--- src/rtl/seg_scan_decoder_pkg.sv ---
// seg_scan_decoder_pkg: seven-segment patterns, anode constants and slot classification shared by display blocks
package seg_scan_decoder_pkg;
  localparam logic [6:0] SEG_0     = 7'b1000000;
  localparam logic [6:0] SEG_1     = 7'b1111001;
  localparam logic [6:0] SEG_2     = 7'b0100100;
  localparam logic [6:0] SEG_3     = 7'b0110000;
  localparam logic [6:0] SEG_4     = 7'b0011001;
  localparam logic [6:0] SEG_5     = 7'b0010010;
  localparam logic [6:0] SEG_6     = 7'b0000010;
  localparam logic [6:0] SEG_7     = 7'b1111000;
  localparam logic [6:0] SEG_8     = 7'b0000000;
  localparam logic [6:0] SEG_9     = 7'b0010000;
  localparam logic [6:0] SEG_BLANK = 7'b1111111;
  localparam logic [3:0] BLANK_CODE = 4'hF;
  localparam logic [3:0] AN_IDLE    = 4'b1111;

  typedef enum logic [1:0] {SLOT_IDLE, SLOT_GOOD, SLOT_BAD} slot_e;

  // idle when no anode is low, good when exactly one is, bad otherwise
  function automatic slot_e classify(input logic [3:0] an);
    if (an == AN_IDLE) return SLOT_IDLE;
    if ($countones(~an) == 1) return SLOT_GOOD;
    return SLOT_BAD;
  endfunction

  // index of the lowest active (low) anode
  function automatic logic [1:0] low_idx(input logic [3:0] an);
    return !an[0] ? 2'd0 : !an[1] ? 2'd1 : !an[2] ? 2'd2 : 2'd3;
  endfunction
endpackage

--- src/rtl/seg_scan_decoder_decode.sv ---
// seg_pattern_decode: active-low seven-segment pattern to BCD code with legality flag
module seg_pattern_decode
  import seg_scan_decoder_pkg::*;
(
  input  logic [6:0] i_seg,
  output logic [3:0] o_code,
  output logic       o_legal
);
  // table lookup; anything outside the digit set or blank is illegal
  always_comb begin
    o_code  = 4'h0;
    o_legal = 1'b1;
    case (i_seg)
      SEG_0:     o_code = 4'd0;
      SEG_1:     o_code = 4'd1;
      SEG_2:     o_code = 4'd2;
      SEG_3:     o_code = 4'd3;
      SEG_4:     o_code = 4'd4;
      SEG_5:     o_code = 4'd5;
      SEG_6:     o_code = 4'd6;
      SEG_7:     o_code = 4'd7;
      SEG_8:     o_code = 4'd8;
      SEG_9:     o_code = 4'd9;
      SEG_BLANK: o_code = BLANK_CODE;
      default:   o_legal = 1'b0;
    endcase
  end
endmodule

--- src/rtl/seg_scan_decoder.sv ---
// seg_scan_decoder: reconstructs four multiplexed seven-segment digits from the display bus
module seg_scan_decoder
  import seg_scan_decoder_pkg::*;
#(
  parameter int BoardFreq     = 100_000_000,
  parameter int SettleCycles  = 16,
  parameter int TimeoutCycles = BoardFreq / 100,
  parameter int CntBits       = 20
) (
  input  logic        Clk,
  input  logic        Clr,
  input  logic [6:0]  Seg,
  input  logic [3:0]  an,
  output logic [15:0] Digits,
  output logic [3:0]  Valid,
  output logic        Frame,
  output logic        Err,
  output logic        Stale
);
  localparam logic [7:0]         SET_MAX = 8'(SettleCycles);
  localparam logic [7:0]         SET_CAP = 8'(SettleCycles - 2);
  localparam logic [CntBits-1:0] TO_MAX  = CntBits'(TimeoutCycles);

  logic [10:0]        r_sync1, r_sync2, r_prev;
  logic [7:0]         r_set;
  logic [CntBits-1:0] r_to;
  logic [3:0]         r_seen;
  logic [3:0]         w_an, w_code, w_bit, w_seen_base;
  logic [6:0]         w_seg;
  logic [1:0]         w_idx;
  logic               w_legal, w_match, w_cap, w_good, w_bad_seg, w_err, w_expire;
  slot_e              w_kind;

  assign w_an        = r_sync2[10:7];
  assign w_seg       = r_sync2[6:0];
  assign w_match     = r_sync2 == r_prev;
  assign w_cap       = w_match && r_set == SET_CAP;
  assign w_kind      = classify(w_an);
  assign w_idx       = low_idx(w_an);
  assign w_bit       = 4'b0001 << w_idx;
  assign w_good      = w_cap && w_kind == SLOT_GOOD && w_legal;
  assign w_bad_seg   = w_cap && w_kind == SLOT_GOOD && !w_legal;
  assign w_err       = w_bad_seg || (w_cap && w_kind == SLOT_BAD);
  assign w_expire    = !w_good && r_to == TO_MAX - 1'b1;
  assign w_seen_base = r_seen == 4'hF ? 4'h0 : r_seen;

  seg_pattern_decode u_dec (
    .i_seg   (w_seg),
    .o_code  (w_code),
    .o_legal (w_legal)
  );

  // two-flop synchroniser, last-sample register and saturating settle counter
  always_ff @(posedge Clk or posedge Clr) begin
    if (Clr) begin
      r_sync1 <= '1;
      r_sync2 <= '1;
      r_prev  <= '1;
      r_set   <= '0;
    end else begin
      r_sync1 <= {an, Seg};
      r_sync2 <= r_sync1;
      r_prev  <= r_sync2;
      r_set   <= !w_match ? 8'd0 : r_set == SET_MAX ? r_set : r_set + 8'd1;
    end
  end

  // capture handling, frame tracking and stale-display timeout
  always_ff @(posedge Clk or posedge Clr) begin
    if (Clr) begin
      Digits <= '0;
      Valid  <= '0;
      Frame  <= 1'b0;
      Err    <= 1'b0;
      Stale  <= 1'b0;
      r_to   <= '0;
      r_seen <= '0;
    end else begin
      Frame <= r_seen == 4'hF;
      Err   <= w_err;
      r_to  <= w_good ? '0 : r_to == TO_MAX ? r_to : r_to + 1'b1;
      if (w_good) begin
        Digits[{w_idx, 2'b00} +: 4] <= w_code;
        Valid  <= Valid | w_bit;
        Stale  <= 1'b0;
        r_seen <= w_seen_base | w_bit;
      end else if (w_expire) begin
        Stale  <= 1'b1;
        Valid  <= '0;
        r_seen <= '0;
      end else begin
        if (w_bad_seg) Valid <= Valid & ~w_bit;
        r_seen <= w_seen_base;
      end
    end
  end
endmodule

--- config.mk ---
export PLATFORM = sky130hd
export DESIGN_NAME = seg_scan_decoder
export DESIGN_NICKNAME = d
export VERILOG_FILES = /design/src/rtl/seg_scan_decoder_pkg.sv /design/src/rtl/seg_scan_decoder_decode.sv /design/src/rtl/seg_scan_decoder.sv
export SDC_FILE = /design/constraint.sdc
export NUM_CORES = 1
export LEC_CHECK = 0
export ABC_CLOCK_PERIOD_IN_PS = 4050
export BUFFER_PORTS_ARGS = -buffer_cell sky130_fd_sc_hd__buf_2
export CELL_PAD_IN_SITES_DETAIL_PLACEMENT = 1
export CELL_PAD_IN_SITES_GLOBAL_PLACEMENT = 1
export CORE_MARGIN = 2
export CORE_UTILIZATION = 40
export CTS_BUF_LIST = sky130_fd_sc_hd__clkbuf_4 sky130_fd_sc_hd__clkbuf_8
export CTS_CLUSTER_DIAMETER = 100
export DETAILED_ROUTE_END_ITERATION = 12
export PLACE_DENSITY = 0.64
export SLEW_MARGIN = 30
export SYNTH_ARGS = -nofsm -noshare
export SYNTH_HDL_FRONTEND = slang
export SYNTH_HIERARCHICAL = 1
export SYNTH_SLANG_ARGS = --single-unit
--- constraint.sdc ---
create_clock -name Clk -period 4.05 [get_ports Clk]
set_clock_uncertainty 0.05 [all_clocks]
set_input_delay 0.2025 -clock Clk [delete_from_list [all_inputs] [get_ports Clk]]
set_output_delay 0.2025 -clock Clk [all_outputs]
set_load 0.01 [all_outputs]
==> results.ini <==
[route]
wire_per_inst_microns=15.6
routed_wl_mm=8.79
vias=2828
viasPerCell=5.01
drt_iter0_drc=103
drc=0
ant_nets=0
drt_pass1_iterations=6

[sta]
drv_slew=0
rsz0062_at_grt=false
hold_viol_final=0
relSlewSlack_pct=53.2
worst-slew-pin-transition_ps=697
setup_ws_ps=1010
finalSetupViolCount=0
post-route-period-util_pct=75.1
fmax_mhz=329
min_period_ps=3040
tns_ps=0

[die]
ios=36
rows=37
die_w_microns=107
initial_core_util_pct=40.9
die_area_sq_um=11300
core_sq_um=10300
die_h_microns=107

[setup_path]
start_kind=flop
critPathMaxFanout=11
required_ps=4270
crit_arrival_ps=3260
worstSetupEndpointType=flop
crit_type=flop to flop

[global_route]
grt_pass1_wl_mm=14.9
antenna_found_initial=0
busiest_layer=met2
grtUsageMet2_pct=26.5
use_met3_pct=3.37
grt_max_degree=57
use_met1_pct=23.7
grt_usage_pct=16.9
grt_pass1_vias=2960
globalRoute.totalOverflow=0

[final_layout]
stdcell_count=565
area_delta_synth_final_pct=15.3
final_cell_mix=dfrtp_1, nor2_1, buf_2
nNetsFinal=454
final_layout_size_suffix_gt1_share_pct=29.6
final_common_cell=dfrtp_1
n_antenna_cell=0
n_fill_cell=1170

[synth]
ys_warn_count=6
synth-seq-area-share_pct=53.3
syn_inst=370
ys_ff_latch=88
syn_area_per_cell_sq_um=11.4
synth_nets=400
synth_compound_area_share_pct=6.61
synthMuxAreaShare_pct=2.89
synth_area_sq_um=4210
ys_types=55
synth_top_family_by_area=simple AND/OR/NAND/NOR gates
synth-edff-count=0
synthFlopType=dfrtp_1
synth_fa_ha_area_share_pct=5.24
synthXorXnorAreaFrac_pct=6.46
async_flop_share_pct=100
yosys.area_share.simple_pct=22.7

[clock_tree]
cts_buffers=9
clockRootBuffer=clkbuf_8
clkTransAtPathRegs_ps=100
postCtsSetupRepairBufs=0
cts_tree=built
cts.sink_count=88
h-tree-depth=3
cts.path.max_buffers=2
clk_latency_ps=360

[placed_design]
gp_congestion=0.814
pre_cts_slack_ps=927
io_buffers=35
dpl.hpwl_mm=6.19
dp_cells=537

[job]
cap_violations=0

[run_status]
status=complete, no violations

[power]
leakagePower_nw=2.18
power_mw=1.60
ir_worst_vdd_v=0.000154
p_per_area_nw_per_um2=330

[worst_hold_path]
hold_path.class=flop to flop

==> layout make-up <==
class | count | area, sq um | area share (%)
Clock buffer | 9 | 124 | 2.55
Multi-Input combinational cell | 258 | 1860 | 38.4
Sequential cell | 88 | 2240 | 46.3
Tap cell | 136 | 170 | 3.51
Timing Repair Buffer | 51 | 325 | 6.71
Clock inverter | 7 | 60.1 | 1.24
Inverter | 16 | 62.6 | 1.29
==> worst max-delay path, stage by stage (launching register included) <==
cell and delay, ps:
dfstp_2 670, fa_1 420, inv_1 70, ha_1 150, ha_1 240, and4bb_2 350
nand4_1 130, nor4_2 220, and2b_1 350, nor4_2 300
==> stage by stage <==
step	util [%]	area (sq um)	hold WS (ps)
finish	47.2	4850	311
global route	47.2	4850	317
CTS	47.1	4840	312
detailed placement	44.1	4530	259
global placement	44.1	4530	257
floorplan	-	4210	157
==> sequential cells by signal, indices dropped and copies added, names as in the netlist, 4 cells and up <==
register and cells:
r_seen 4, Valid 4, Digits 16, r_sync2 11, r_set 8, r_sync1 11
r_to 20, r_prev 11
==> synth_stat cells, types with 9 or more instances <==
cell     number  share of area, %
ha_1         16               4.8
xnor2_1      19               4.0
inv_1        16               1.4
nor3_1        9               1.1
nand2_1      20               1.8
xor2_1       12               2.5
mux2_2        9               2.4
dfstp_2      33                21
nor2_1       42               3.7
nand4_1      19               2.8
dfrtp_1      55                33
nand3_1      16               1.9
==> path summary, 6_finish.rpt <==
path,start,end,slack [ps],cells after the start
max in group asynchronous,Clr,r_prev[10]$_DFF_PP1_,2560,4
min,r_sync1[0]$_DFF_PP1_,r_sync2[0]$_DFF_PP1_,310,0
max,r_sync2[7]$_DFF_PP1_,Valid[0]$_DFFE_PP0P_,1010,9
max reg2reg,r_sync2[7]$_DFF_PP1_,Valid[0]$_DFFE_PP0P_,1010,9
min reg2reg,r_sync1[0]$_DFF_PP1_,r_sync2[0]$_DFF_PP1_,310,0
min in group asynchronous,Clr,r_to[13]$_DFFE_PP0P_,460,3
==> what timing repair did <==
item	CTS	global route
hold buffers	12	0
endpoints found under the hold margin	42	0
resized for setup	0	0
setup endpoints to repair	0	0
==> routing by layer <==
| layer | wire, microns | share of wire (%) |
|---|---|---|
| met1 | 4400 | 50 |
| met2 | 4090 | 47 |
| met3 | 213 | 2.4 |
| met4 | 80 | 0.91 |
| met5 | 0 | 0 |
==> power breakdown <==
group	switching (mW)	internal, mW
Sequential	0.0193	0.909
Combinational	0.0515	0.0384
Clock	0.345	0.238
Total	0.416	1.19
==> kinds of logic after synthesis <==
logic type	Yosys count
fa+ha+maj	17
compound gates	36
simple gates	163
flops	88
xor+xnor	31
buf+inv	24
mux	11
Power figures use the tool's default switching activity.
